==> config.mk <==
export PLATFORM = sky130hd
export DESIGN_NAME = fifo_push_arb
export DESIGN_NICKNAME = d
export VERILOG_FILES = /design/src/rtl/fifo_push_arb.sv
export SDC_FILE = /design/constraint.sdc
export NUM_CORES = 1
export LEC_CHECK = 0
export ABC_AREA = 1
export BUFFER_PORTS_ARGS = -buffer_cell sky130_fd_sc_hd__buf_2
export CORE_UTILIZATION = 44
export CTS_BUF_LIST = sky130_fd_sc_hd__clkbuf_8
export CTS_CLUSTER_DIAMETER = 30
export DETAILED_ROUTE_END_ITERATION = 8
export GPL_ROUTABILITY_DRIVEN = 0
export PLACE_DENSITY = 0.89
export SETUP_SLACK_MARGIN = 0.15
export SLEW_MARGIN = 20
export SYNTH_ARGS = -nofsm -noshare
export SYNTH_HDL_FRONTEND = slang
export SYNTH_SLANG_ARGS = --single-unit
==> constraint.sdc <==
create_clock -name clk_i -period 6.5 [get_ports clk_i]
set_input_delay 0.325 -clock clk_i [delete_from_list [all_inputs] [get_ports clk_i]]
set_output_delay 0.325 -clock clk_i [all_outputs]
set_load 0.1 [all_outputs]
==> src/rtl/fifo_push_arb.sv <==
// Round-robin push arbiter sharing one FIFO push port among NUM_REQ requesters.
// Packet mode: a requester that pushes a non-last word keeps the port until its
// last word, or until the owner has been idle for LOCK_TIMEOUT cycles.
// Ports:
//   clk_i, rst_i             clock, synchronous active-high reset
//   req_i, last_i, dat_i     per-requester request, end-of-packet, data (req 0 at LSBs)
//   gnt_o                    one-hot-or-zero grant
//   fifo_full_i              FIFO full, blocks all grants
//   fifo_push_o, fifo_dat_o  FIFO push strobe and data (0 with no grant)
//   locked_o, owner_o        lock state and current/last owner index
//   timeout_o                one-cycle pulse when the watchdog drops a lock
module fifo_push_arb #(
  parameter int NUM_REQ      = 4,
  parameter int DATA_WIDTH   = 32,
  parameter int LOCK_TIMEOUT = 16,
  parameter int LOG_NUM_REQ  = $clog2(NUM_REQ)
) (
  input  logic                          clk_i,
  input  logic                          rst_i,
  input  logic [NUM_REQ-1:0]            req_i,
  input  logic [NUM_REQ-1:0]            last_i,
  input  logic [NUM_REQ*DATA_WIDTH-1:0] dat_i,
  output logic [NUM_REQ-1:0]            gnt_o,
  input  logic                          fifo_full_i,
  output logic                          fifo_push_o,
  output logic [DATA_WIDTH-1:0]         fifo_dat_o,
  output logic                          locked_o,
  output logic [LOG_NUM_REQ-1:0]        owner_o,
  output logic                          timeout_o
);

  localparam int CW = $clog2(LOCK_TIMEOUT + 1);

  typedef enum logic {
    IDLE,
    LOCK
  } state_t;

  state_t                 state_q, state_d;
  logic [LOG_NUM_REQ-1:0] ptr_q, ptr_d;
  logic [LOG_NUM_REQ-1:0] owner_q, owner_d;
  logic [CW-1:0]          cnt_q, cnt_d;
  logic                   tmo_q, tmo_d;

  logic                   found;
  logic [LOG_NUM_REQ-1:0] win;
  logic [LOG_NUM_REQ-1:0] idx;
  int                     sum;

  function automatic logic [LOG_NUM_REQ-1:0] inc(
    input logic [LOG_NUM_REQ-1:0] i
  );
    if (int'(i) == NUM_REQ - 1) return '0;
    return i + LOG_NUM_REQ'(1);
  endfunction

  // First requester at or after ptr, wrapping modulo NUM_REQ.
  always_comb begin
    found = 1'b0;
    win   = '0;
    idx   = '0;
    sum   = 0;
    for (int i = 0; i < NUM_REQ; i++) begin
      sum = int'(ptr_q) + i;
      if (sum >= NUM_REQ) sum = sum - NUM_REQ;
      idx = LOG_NUM_REQ'(sum);
      if (!found && req_i[idx]) begin
        found = 1'b1;
        win   = idx;
      end
    end
  end

  always_comb begin
    gnt_o = '0;
    if (!rst_i && !fifo_full_i) begin
      if (state_q == IDLE) begin
        if (found) gnt_o[win] = 1'b1;
      end else begin
        gnt_o[owner_q] = req_i[owner_q];
      end
    end
  end

  assign fifo_push_o = |(req_i & gnt_o);

  always_comb begin
    fifo_dat_o = '0;
    for (int k = 0; k < NUM_REQ; k++) begin
      if (gnt_o[k]) fifo_dat_o = dat_i[k*DATA_WIDTH +: DATA_WIDTH];
    end
  end

  always_comb begin
    state_d = state_q;
    ptr_d   = ptr_q;
    owner_d = owner_q;
    cnt_d   = cnt_q;
    tmo_d   = 1'b0;
    unique case (state_q)
      IDLE: begin
        if (fifo_push_o) begin
          ptr_d   = inc(win);
          owner_d = win;
          if (!last_i[win]) begin
            state_d = LOCK;
            cnt_d   = '0;
          end
        end
      end
      LOCK: begin
        // A full FIFO freezes everything, so back-pressure never ages the lock.
        if (!fifo_full_i) begin
          if (req_i[owner_q]) begin
            if (last_i[owner_q]) begin
              state_d = IDLE;
              ptr_d   = inc(owner_q);
            end else begin
              cnt_d = '0;
            end
          end else if (cnt_q == CW'(LOCK_TIMEOUT - 1)) begin
            state_d = IDLE;
            ptr_d   = inc(owner_q);
            tmo_d   = 1'b1;
          end else begin
            cnt_d = cnt_q + CW'(1);
          end
        end
      end
      default: state_d = IDLE;
    endcase
  end

  always_ff @(posedge clk_i) begin
    if (rst_i) begin
      state_q <= IDLE;
      ptr_q   <= '0;
      owner_q <= '0;
      cnt_q   <= '0;
      tmo_q   <= 1'b0;
    end else begin
      state_q <= state_d;
      ptr_q   <= ptr_d;
      owner_q <= owner_d;
      cnt_q   <= cnt_d;
      tmo_q   <= tmo_d;
    end
  end

  assign locked_o  = (state_q == LOCK);
  assign owner_o   = owner_q;
  assign timeout_o = tmo_q;

endmodule
==> results.sh <==
export IMPL_setup_viol=0
export IMPL_path_class="reg2out"
export IMPL_critPathRequiredTime_ns=6.17
export IMPL_seqPwrFrac=0.068
export IMPL_synth_async_reset_ratio=0
export IMPL_rsz0062_at_grt="no"
export IMPL_synth_top_cell_area_share=0.273
export IMPL_instances_no_fill=658
export IMPL_synth_area_um2=2250
export IMPL_hold_violations=0
export IMPL_power_total_uw=1390
export IMPL_grt_ovfl_total=0
export IMPL_rr_worst_depth=20
export IMPL_io_pins=180
export IMPL_drv_cap=0
export IMPL_worstPathMaxFanout=65
export IMPL_holdBufCountCts=0
export IMPL_first_pass_iters=5
export IMPL_synth_cell_types=26
export IMPL_route_detailed_drc=0
export IMPL_syn_to_final_growth_pct=39.6
export IMPL_reg2reg_slack_ns=3.45
export IMPL_syn_area_per_cell_um2=5.23
export IMPL_power_frac_clock=0.050
export IMPL_cts_sinks=11
export IMPL_antenna_found_initial=1
export IMPL_swShare=0.741
export IMPL_worstHoldPathCells=2
export IMPL_synthTopCellsByCount="164 x nand2_1, 64 x o21ai_1, 46 x nand3_1"
export IMPL_avgViaCountPerCell=5.07
export IMPL_clkLatencyLatePin_ns=0.25
export IMPL_leakagePower_uw=0.00185
export IMPL_cts_tree="built"
export IMPL_ctsResizeCount=0
export IMPL_dpl_hpwl_um=6290
export IMPL_vias=3336
export IMPL_post_cts_buffers=0
export IMPL_die_area_um2=5410
export IMPL_die_h_um=73.5
export IMPL_min_path_type="in2reg"
export IMPL_start_kind="register"
export IMPL_yosys_area_top_type="nand2_1"
export IMPL_grt_pass1_wl_um=11800
export IMPL_cts_buffer_depth=2
export IMPL_rows=25
export IMPL_fin_crit_sh=0.639
export IMPL_synth_seq_cells=11
export IMPL_netSwitchingPower_uw=1030
export IMPL_slew_viol_final=0
export IMPL_skew_ns=0.00769
export IMPL_drive_gt1_frac=0.369
export IMPL_p_per_area_nw_per_um2=442
export IMPL_fin_setup_tns_ns=0
export IMPL_fillers=458
export IMPL_synthTopCellsByArea="nand2_1 27%, o21ai_1 14%, nand3_1 10%, dfxtp_1 9.8%, ha_1 5.6%"
export IMPL_synth_edff_count=0
export IMPL_wirelength_um=7980
export IMPL_syn_inst=430
export IMPL_maxSlewHeadroom=0.333
export IMPL_synth_most_common_cell="nand2_1"
export IMPL_p_int_uw=360
export IMPL_worstMarginPinSlew_ns=0.998
export IMPL_drtIter0Drc=197
export IMPL_die_x_um=73.5
export IMPL_whs_ns=0.275
export IMPL_htreeDepth=1
export IMPL_grt_pass1_vias=2705
export IMPL_grtUsageTotal=0.273
export IMPL_ant_nets=0
export IMPL_core_um2=4820
export IMPL_grt_max_degree=66
export IMPL_status="finished clean"
export IMPL_cts_root_buffer="clkbuf_8"
export IMPL_synth_fp_nets=579
export IMPL_start_util=0.467
export IMPL_ys_seq_area_frac=0.0978
export IMPL_period_minus_slack_ns=4.16
export IMPL_antenna_cells=0
export IMPL_io_buffer_count=179
export IMPL_vdd_ir_drop_worst_mv=0.353
export IMPL_post_drt_wl_per_cell_um=12.1
export IMPL_fin_nets=741
export IMPL_cts_buffers=3
export IMPL_dp_cells=654
export IMPL_arrival_ns=3.83
export IMPL_clk_pin_slew_ns=0.06
export IMPL_fmax_ghz=0.241
export IMPL_synth_flop_cell="dfxtp_1"
export IMPL_crit_path_end_kind="output pin"
export IMPL_power_frac_comb=0.882
export IMPL_synth_yosys_warnings=0
[cell usage in the layout (no fill, tap or decap), types with 2 or more instances in the layout]
cell,synthesis,routed
o21ai_1,64,64
o21ai_0,8,8
nand3_1,46,46
nor2_1,24,24
ha_1,10,10
nand3_2,6,6
nand2_2,16,16
nand2_1,164,163
buf_2,7,179
a21oi_1,9,9
a31oi_1,2,2
nand4_1,4,4
inv_2,6,6
inv_1,27,28
clkbuf_8,0,3
or2_2,2,2
dfxtp_1,11,11
nor2_4,3,3
[power by group through the flow]
stage	Clock, µW	Sequential [µW]	Combinational [µW]
2_1_floorplan	0	106	1030
3_3_place_gp	0	94.1	1200
3_5_place_dp	0	95.2	1220
4_1_cts	69.6	93.7	1220
5_1_grt	72.3	95.5	1310
6_report	69.9	94.1	1230
[flip-flops by register name, summed over array words and instances (netlist names)]
signal,count
owner_o,2
timeout_o,1
locked_o,1
cnt_q,5
ptr_q,2
[area by class of cell]
cell class / instances / area [µm²] / share of cell area
clock buffers: 3 / 41.3 / 0.0131
clock inverters: 1 / 3.75 / 0.00119
inverters: 35 / 139 / 0.0442
multi-input cells: 362 / 1760 / 0.560
flip-flops and latches: 11 / 220 / 0.0701
well taps: 67 / 83.8 / 0.0267
repair buffers: 179 / 896 / 0.285
[worst max-delay path: stages, from the launching register on]
cell and delay (ns):
dfxtp_1 0.61, nand2_1 0.16, nand3_1 0.14, nand2_1 0.11, nor2_4 0.18, nand2_1 0.08
nand3_1 0.08, nand2_1 0.12, inv_1 0.17, ha_1 0.17, inv_1 0.04, nor2_1 0.07
nand2_1 0.06, nand2_1 0.07, nand2_1 0.06, inv_2 0.75, nand2_1 0.11, o21ai_1 0.15
buf_2 0.46
[layer usage]
| layer | wire (µm) | vias to the layer above | GRT usage |
|---|---|---|---|
| met4 | 138 | 2 | 0.0662 |
| met1 | 3290 | 1417 | 0.347 |
| li1 | - | 1720 | - |
| met3 | 707 | 20 | 0.0453 |
| met5 | 13 | - | 0 |
| met2 | 3830 | 177 | 0.476 |
[path summary, 6_finish.rpt]
kind,end,from
worst max-delay path,fifo_dat_o[15],ptr_q[0]
worst min-delay path,locked_o,rst_i
worst max register to register,cnt_q[0],ptr_q[0]
worst min register to register,cnt_q[4],cnt_q[4]
[logic make-up after synthesis]
group,after synthesis,share of synthesized area
DFF,11,0.0978
adders and majority gates,10,0.0556
AOI/OAI and AO/OA,84,0.189
and+or+nand+nor,267,0.530
xor gates and xnor gates,1,0.00389
buffers and inverters,57,0.124
[per-stage QoR]
step	worst slack (ns)	area [µm²]	util
5_1_grt	2.01	3140	0.652
4_1_cts	2.17	3140	0.651
2_1_floorplan	2.17	2250	-
3_5_place_dp	2.43	3090	0.642
6_report	2.34	3140	0.652
3_3_place_gp	2.62	3090	0.642
Note: power is estimated with default switching activity, not from simulation.
